File: src/rtl/mf_pkg.sv
// Shared definitions for the matched-filter sequencer: state encoding,
// MIF data-type codes and the counter-width helper.
package mf_pkg;

    // Sequencer states
    typedef enum logic [2:0] {
        IDLE       = 3'd0,
        LOAD_COEFF = 3'd1,
        WAIT_SET   = 3'd2,
        LOAD_DATA  = 3'd3,
        DRAIN      = 3'd4,
        STOP       = 3'd5
    } mfState_t;

    // MIF data-type selectors used by the read-MIF instances
    localparam int COEFF   = 1;
    localparam int DATA_IN = 2;

    // Width that holds the longest run plus the timeout margin, with one spare bit
    function automatic int calcCw(input int dataLength, input int coeffLength,
                                  input int htLatency, input int timeout);
        return $clog2(dataLength + coeffLength + htLatency + timeout) + 1;
    endfunction

endpackage

File: src/rtl/mf_seq_timer.sv
// Loadable up-counter with a terminal-count compare. Used both as the
// per-state timeout/drain timer and as the issued-sample counter.
module mf_seq_timer #(
    parameter int W = 8
) (
    input  logic         clock,
    input  logic         reset,
    input  logic         load,
    input  logic [W-1:0] loadValue,
    input  logic         inc,
    input  logic [W-1:0] termValue,
    output logic [W-1:0] value,
    output logic         atTerm
);

    // Load has priority over increment; otherwise the count holds
    always_ff @(posedge clock) begin
        if (reset) begin
            value <= '0;
        end else if (load) begin
            value <= loadValue;
        end else if (inc) begin
            value <= value + W'(1);
        end
    end

    assign atTerm = (value == termValue);

endmodule

File: src/rtl/mf_sequencer.sv
// Matched-filter sequencer: loads FIR coefficients from the MIF reader,
// streams received data through the FIR and Hilbert transform, drains the
// pipeline and reports completion. Outputs are registered decodes of the
// next state so each is valid in the first cycle of its state.
//
// Handshake flags (coeffFinishedFlag, coefficientsSetFlag, dataInFinishedFlag)
// are level signals sampled on every rising edge; a flag seen high in a cycle
// causes the state change at the end of that same cycle. There is no ready
// back-pressure: the readers and FIR are enabled for whole states.
module mf_sequencer
    import mf_pkg::*;
#(
    parameter int COEFF_LENGTH = 10000,
    parameter int DATA_LENGTH  = 33000,
    parameter int HT_LATENCY   = 27,
    parameter int TIMEOUT      = 1024,
    parameter int CW           = calcCw(DATA_LENGTH, COEFF_LENGTH, HT_LATENCY, TIMEOUT)
) (
    input  logic          clock,
    input  logic          reset,
    input  logic          enable,
    input  logic          abort,
    input  logic          coeffFinishedFlag,
    input  logic          coefficientsSetFlag,
    input  logic          dataInFinishedFlag,
    output logic          enableMFCoeff,
    output logic          loadCoefficients,
    output logic          enableMFDataIn,
    output logic          loadDataFlag,
    output logic          stopDataLoadFlag,
    output logic          enableHT,
    output logic          outputValid,
    output logic          busy,
    output logic          done,
    output logic          error,
    output logic [CW-1:0] sampleCount,
    output mfState_t      debugState,
    output logic [CW-1:0] debugTimer
);

    // Timer terminal counts; the timer reads 1 in the first cycle of a state,
    // so each value is the number of cycles the state may last.
    localparam logic [CW-1:0] COEFF_TC    = CW'(COEFF_LENGTH + TIMEOUT - 1);
    localparam logic [CW-1:0] SET_TC      = CW'(TIMEOUT);
    localparam logic [CW-1:0] DRAIN_TC    = CW'(COEFF_LENGTH - 1 + HT_LATENCY);
    localparam logic [CW-1:0] LAST_SAMPLE = CW'(DATA_LENGTH - 1);
    localparam logic [CW-1:0] SAMPLE_SAT  = CW'(DATA_LENGTH);
    localparam logic [CW-1:0] HT_THRESH   = CW'(HT_LATENCY);

    mfState_t      state;
    mfState_t      stateNext;
    logic          errorNext;

    logic [CW-1:0] timerValue;
    logic [CW-1:0] timerTerm;
    logic          timerLoad;
    logic          timerInc;
    logic          timerAtTerm;

    logic          sampleLoad;
    logic          sampleInc;
    logic          sampleAtLast;
    logic [CW-1:0] samplesAfter;

    // Timer restarts at 1 on every state change and counts while busy
    assign timerLoad = (stateNext != state);
    assign timerInc  = (state != IDLE);

    // Terminal count for the state currently being timed
    always_comb begin
        timerTerm = '0;
        case (state)
            LOAD_COEFF: timerTerm = COEFF_TC;
            WAIT_SET:   timerTerm = SET_TC;
            DRAIN:      timerTerm = DRAIN_TC;
            default:    timerTerm = '0;
        endcase
    end

    mf_seq_timer #(.W(CW)) stateTimer (
        .clock     (clock),
        .reset     (reset),
        .load      (timerLoad),
        .loadValue (CW'(1)),
        .inc       (timerInc),
        .termValue (timerTerm),
        .value     (timerValue),
        .atTerm    (timerAtTerm)
    );

    // Sample counter: cleared on an accepted start, saturates at DATA_LENGTH
    assign sampleLoad = (state == IDLE) && enable;
    assign sampleInc  = (state == LOAD_DATA) && (sampleCount < SAMPLE_SAT);

    mf_seq_timer #(.W(CW)) sampleTimer (
        .clock     (clock),
        .reset     (reset),
        .load      (sampleLoad),
        .loadValue ('0),
        .inc       (sampleInc),
        .termValue (LAST_SAMPLE),
        .value     (sampleCount),
        .atTerm    (sampleAtLast)
    );

    // Sample count as it will read after this edge, for the outputValid decode
    assign samplesAfter = sampleInc ? (sampleCount + CW'(1)) : sampleCount;

    // Next-state and sticky error; abort outranks everything, finish flags outrank timeouts
    always_comb begin
        stateNext = state;
        errorNext = error;
        case (state)
            IDLE: begin
                if (enable) begin
                    stateNext = LOAD_COEFF;
                    errorNext = 1'b0;
                end
            end
            LOAD_COEFF: begin
                if (abort) begin
                    stateNext = IDLE;
                end else if (coeffFinishedFlag) begin
                    stateNext = WAIT_SET;
                end else if (timerAtTerm) begin
                    stateNext = STOP;
                    errorNext = 1'b1;
                end
            end
            WAIT_SET: begin
                if (abort) begin
                    stateNext = IDLE;
                end else if (coefficientsSetFlag) begin
                    stateNext = LOAD_DATA;
                end else if (timerAtTerm) begin
                    stateNext = STOP;
                    errorNext = 1'b1;
                end
            end
            LOAD_DATA: begin
                if (abort) begin
                    stateNext = IDLE;
                end else if (dataInFinishedFlag || sampleAtLast) begin
                    stateNext = DRAIN;
                end
            end
            DRAIN: begin
                if (abort) begin
                    stateNext = IDLE;
                end else if (timerAtTerm) begin
                    stateNext = STOP;
                end
            end
            STOP: begin
                stateNext = IDLE;
            end
            default: begin
                stateNext = IDLE;
            end
        endcase
    end

    // State register plus registered decode of the next state onto every output
    always_ff @(posedge clock) begin
        if (reset) begin
            state            <= IDLE;
            error            <= 1'b0;
            enableMFCoeff    <= 1'b0;
            loadCoefficients <= 1'b0;
            enableMFDataIn   <= 1'b0;
            loadDataFlag     <= 1'b0;
            stopDataLoadFlag <= 1'b0;
            enableHT         <= 1'b0;
            outputValid      <= 1'b0;
            busy             <= 1'b0;
            done             <= 1'b0;
        end else begin
            state            <= stateNext;
            error            <= errorNext;
            enableMFCoeff    <= (stateNext == LOAD_COEFF);
            loadCoefficients <= (stateNext == LOAD_COEFF) || (stateNext == WAIT_SET);
            enableMFDataIn   <= (stateNext == LOAD_DATA);
            loadDataFlag     <= (stateNext == LOAD_DATA);
            stopDataLoadFlag <= (stateNext == DRAIN);
            enableHT         <= (stateNext == LOAD_DATA) || (stateNext == DRAIN);
            outputValid      <= (stateNext == DRAIN) ||
                                ((stateNext == LOAD_DATA) && (samplesAfter >= HT_THRESH));
            busy             <= (stateNext != IDLE);
            done             <= (stateNext == STOP) && !errorNext;
        end
    end

    assign debugState = state;
    assign debugTimer = timerValue;

endmodule

File: config.mk
export PLATFORM = sky130hd
export DESIGN_NAME = mf_sequencer
export DESIGN_NICKNAME = d
export VERILOG_FILES = /design/src/rtl/mf_pkg.sv /design/src/rtl/mf_seq_timer.sv /design/src/rtl/mf_sequencer.sv
export SDC_FILE = /design/constraint.sdc
export NUM_CORES = 1
export LEC_CHECK = 0
export CORE_ASPECT_RATIO = 0.6
export CORE_MARGIN = 2
export CORE_UTILIZATION = 52
export CTS_CLUSTER_SIZE = 10
export DETAILED_ROUTE_END_ITERATION = 10
export GPL_TIMING_DRIVEN = 0
export PLACE_DENSITY = 0.85
export SYNTH_ARGS = -nofsm -noshare
export SYNTH_HDL_FRONTEND = slang
export SYNTH_SLANG_ARGS = --single-unit
File: constraint.sdc
create_clock -name clock -period 3.35 [get_ports clock]
set_input_delay 0.67 -clock clock [delete_from_list [all_inputs] [get_ports clock]]
set_output_delay 0.67 -clock clock [all_outputs]
set_load 0.005 [all_outputs]
---- Word level (Yosys, flattened, before mapping) ----
Index checks and enable logic that the tools add are counted.
cells by class
  div/mod/pow operators ................... 0
  multiply operators ...................... 0
  equal/unequal tests ..................... 12
  bitwise operators ....................... 0
  reduce and logical (&&, ||, !) cells .... 15
  mux-type cells .......................... 21
  order comparisons ....................... 2
  shifts and indexed selects .............. 0
  $add $sub $neg .......................... 2
operators with widths
  kind                   count
  $pmux 14 s3            1
  $add 17x1->17 const B  2
  $mux 3                 9
  $eq 17x14->1           1
  $eq 17x16->1 const B   1
  $ge 17x5->1 const B    1
  $lt 17x16->1 const B   1
  $mux 17                1
  $pmux 3 s5             1
  $eq 3x2->1 const B     4
  $eq 3x3->1 const B     3
  $mux 1                 8
  $eq 3x1->1 const B     2
  $reduce_bool 3->1      2
  $logic_and 1x1->1      4
  $logic_or 1x1->1       4
  $reduce_or 2->1        2
  $logic_not 3->1        1
  $ne 3x3->1             1
  $pmux 1 s3             1
  $reduce_bool 2->1      1
  $logic_not 1->1        1
storage, ports and cells
  ROM bits ................................ 0
  output and inout port bits .............. 47
  word-level logic and storage cells ...... 65
  memories ................................ 0
  bits in writable memories ............... 0
  bits in registers ....................... 46
  bits in latches ......................... 0

---- Logic depth before layout (Yosys ltp) ----
  depth after elaboration ................. 10
  mapped depth ............................ 10
  gate-level depth less buffers ........... 8

---- Cells and area by module ----
From an unflattened synthesis, not the netlist that was laid out.
unflattened totals
  cells, all modules ...................... 435
  area, all modules ....................... 3,457.1 um^2
by module, submodules not included
  module        instances  cells each  area each (um^2)
  mf_seq_timer  2          144         1,169.9
  mf_sequencer  1          147         1,117.3

---- Worst setup path before layout ----
No wires, ideal clock.
  kind .................................... reg2reg
  from .................................... register sampleTimer.value[9]
  to ...................................... register outputValid
  path slack .............................. 0.640 ns
  path buffers ............................ 0
  data arrival time ....................... 2.596 ns
  stages on the path, launching flop included .. 8
  data required time ...................... 3.236 ns
  clock period less this slack ............ 2.710 ns
  cells stage by stage .................... dfxtp_1 > or4_4 > o41a_4 > nor4b_1 > xnor2_1 > o211ai_1 > or4_1 > a21o_1
between the ends
  longest elaborated chain between the ends .. 8
  elaborated cells between the ends (all ways) .. 14
  those cells by class .................... add/sub (1); order compare (2); eq/ne (3); mux (4); reduce/logical (4)
RTL lines
  element                                               RTL line             RTL
  start, declared                                       mf_seq_timer.sv:12   output logic [W-1:0] value,
  start signal, assigned                                mf_seq_timer.sv:21   value <= loadValue;
  start signal, assigned                                mf_seq_timer.sv:23   value <= value + W'(1);
  branches (longest 7 deep; another with $lt 17x16->1)  n/a
  $logic_or 1x1->1 (*)                                  mf_sequencer.sv:186  outputValid <= (stateNext == DRAIN) ||
  end signal, assigned                                  mf_sequencer.sv:186
  end, declared                                         mf_sequencer.sv:32   output logic outputValid,
Mark *: on every way between the ends.
A chain may end at the register's enable or synchronous reset.

---- Worst setup path after layout ----
  from .................................... input dataInFinishedFlag
  to ...................................... register stateTimer.value[1]
between the ends
  longest elaborated chain between the ends .. 6
RTL lines
  element                           RTL line             RTL
  start, declared                   mf_sequencer.sv:25   input logic dataInFinishedFlag,
  $logic_or 1x1->1                  mf_sequencer.sv:143  end else if (dataInFinishedFlag || sampleAtLast) begin
  $mux 3                            mf_sequencer.sv:143
  $mux 3                            mf_sequencer.sv:141  if (abort) begin
  $pmux 3 s5                        mf_sequencer.sv:113  case (state)
  $ne 3x3->1                        mf_sequencer.sv:66   assign timerLoad = (stateNext != state);
  $reduce_or 2->1 (no source line)  n/a
  end signal, assigned              mf_seq_timer.sv:21
  end signal, assigned              mf_seq_timer.sv:23
  end, declared                     mf_seq_timer.sv:12
Every way passes these cells.

==> run summary <==
syn_nets - 328
CTS sink cnt - 46
min Tclk post-route - 2990 ps
fin. max-slew vios - 0
outcome - finished, final reports clean
number of buffers added for setup after CTS - 0
worst min path class - flip-flop to flip-flop
biggest area consumer among synthesized cells - dfxtp_1
R2R Setup Slk - 380 ps
Initial DRC Count - 199
final hold violation count - 0
syn_area_per_cell - 8.55 um^2
initial antenna violation count - 0
Die W - 97.5 um
Syn. warnings - 0
H-tree depth - 2
Starting Density - 54.0%
hold path cells - 2
fin nets - 387
PD cells - 318 nW/um^2
Distinct cells, synth - 62
vias in the first global route - 2,377
gr usage total - 25.3%
Worst Tran Pin Value - 628 ps
RSZ-0062 raised after global routing - false
routed len/inst - 15.9 um
Int Pwr - 0.000830 W
TritonCTS buffer count - 5
DR DRC count - 0
critical path cell sequence - clkdlybuf4s50_1 > or3_1 > a21oi_1 > o21ai_0 > a221oi_2 > and4b_1 > a21boi_0
critical path class - input pin to flip-flop
Reg clk slew, reported paths - 90 ps
via count - 2,577
largest net degree at the start of global routing - 14
core area - 5050 um^2
Net Switching - 0.000264 W
Final ANT Viol Nets - 0
hpwl dp - 5140 um
Hold Path Origin - sampleTimer.value[16]
Setup crit end kind - flip-flop
crit path DAT - 3230 ps
Die H - 60.1 um
Async S/R FF share, synth - 0%
CP required - 3590 ps
Seq pwr share - 51.2%
port bufs - 52
Synth Flop Type - dfxtp_1
period utilization - 89.4%
Max Cap Violations - 0
Max-slew headroom - 58.1%
crit path max fanout - 8
Synth Instances - 319
synth-to-layout area growth - 26.0%
cts repair resizes - 0
EDFF count, synth - 0
Worst VDD drop - 0.175 mV
final wirelength - 7060 um
total power draw - 0.00109 W
TritonCTS clock tree - done
I/O pin count - 54
post-route setup TNS - 0 ps
row count - 20
clock power share - 37.7%
fillers - 417
Synth area leaders - dfxtp_1 34%, xnor2_1 8.0%, nor2_1 4.4%
reg2reg start - sampleTimer.value[9]
# setup viols final - 0
worst skew pair latency - 300 ps
Leak Pwr - 1.23 nW
count leader, synth - dfxtp_1
FF-to-FF End - outputValid
CTS Buffer Depth - 2
crit start category - input pin
clock skew - 9.73 ps
sequential fraction of the synthesis area - 33.8%
die area - 5860 um^2
Fmax - 334 MHz
most frequent cells after synthesis - 46 x dfxtp_1, 32 x nor2_1, 25 x xnor2_1
root buffer cell - clkbuf_8
combinational share of power - 11.1%
Post-CTS Hold Fix Bufs - 0
grt total ovfl - 0
Hold Path End - sampleTimer.value[16]
Yosys reg bits - 46
share of layout cells above drive strength 1 - 8.71%
# diodes - 0
Placer Congestion - 0.908
slowest stage delay, CP - 510 ps
1st-pass router iterations - 5
Post-Synthesis Cell Area - 2730 um^2
Sw Ratio - 24.1%
Reg2Reg Depth - 7
Synth top area share - 33.8%
crit path max-delay cell type - a21oi_1
first-pass GRT wire length - 11,800 um
routed vias/inst - 5.79
## kinds of logic after synthesis
kind of cell | Yosys count | synth area share (%)
AO/OA/AOI/OAI | 44 | 14.1
XOR/XNOR | 35 | 11.2
adder cells (fa/ha/maj) | 3 | 1.28
buffers and inverters | 27 | 5.64
flip-flops | 46 | 33.8
multiplexers | 2 | 0.734
AND/OR/NAND/NOR | 162 | 33.2
## area by class of cell
| cell class | instances | area, um^2 | share of cell area, % |
|---|---|---|---|
| well taps | 66 | 82.6 | 2.40 |
| flip-flops and latches | 46 | 921 | 26.8 |
| inverters | 6 | 22.5 | 0.655 |
| plain buffers | 21 | 131 | 3.82 |
| multi-input cells | 246 | 1650 | 48.1 |
| clock inverters | 1 | 30.0 | 0.874 |
| repair buffers | 52 | 520 | 15.1 |
| clock buffers | 7 | 76.3 | 2.22 |
## worst max-delay path by stage
stage / from / end / depth (start not counted)
finish: dataInFinishedFlag / stateTimer.value[1] / 7
global route: dataInFinishedFlag / stateTimer.value[1] / 7
floorplan: sampleTimer.value[9] / outputValid / 7
detailed placement: dataInFinishedFlag / stateTimer.value[1] / 7
CTS: dataInFinishedFlag / stateTimer.value[1] / 7
global placement: dataInFinishedFlag / stateTimer.value[1] / 7
## power by group through the flow
stage / logic, W / clock network (W) / registers [W]
after detailed placement: 0.000120 / 0 / 0.000573
after global placement: 0.000116 / 0 / 0.000572
after global routing: 0.000132 / 0.000434 / 0.000561
final: 0.000121 / 0.000413 / 0.000560
after CTS: 0.000121 / 0.000415 / 0.000560
after floorplan: 0.0000754 / 0 / 0.000572
## layout by cell type (no fill, tap or decap), types with 6 or more instances in the layout
master,n
inv_1,6
and3_1,10
nor2_1,32
clkdlybuf4s50_1,52
a21oi_1,6
dfxtp_1,46
nand2_1,23
clkbuf_1,11
o21ai_0,6
or3_1,6
clkbuf_8,9
nand3_1,11
xnor2_1,25
and2_1,15
nand4_1,7
nor3_1,20
xor2_1,10
## metrics by stage
stage                     area, um^2  cells  hold WS [ps]  utilization, %  setup slack (ps)
after detailed placement        3330    437           496            65.9               114
final                           3440    445           513            68.0               357
after global placement          3330    437           492            65.9               216
after CTS                       3440    445           510            68.0               379
after floorplan                 2730    319           457               -               640
after global routing            3440    445           527            68.0              93.8
## worst max-delay path: cells and delay by family
kind	cells	cell delay [ps]
buffers and inverters	1	450
and+or+nand+nor	2	790
AOI/OAI and AO/OA	4	1320
## routing by layer
layer / global-route usage [%] / wire length [um] / share of wire (%)
met2: 40.4 / 3040 / 43
met5: 0 / 0 / 0
met3: 5.73 / 534 / 7.6
met4: 7.74 / 98 / 1.4
met1: 34.7 / 3390 / 48
Power figures use the tool's default switching activity.
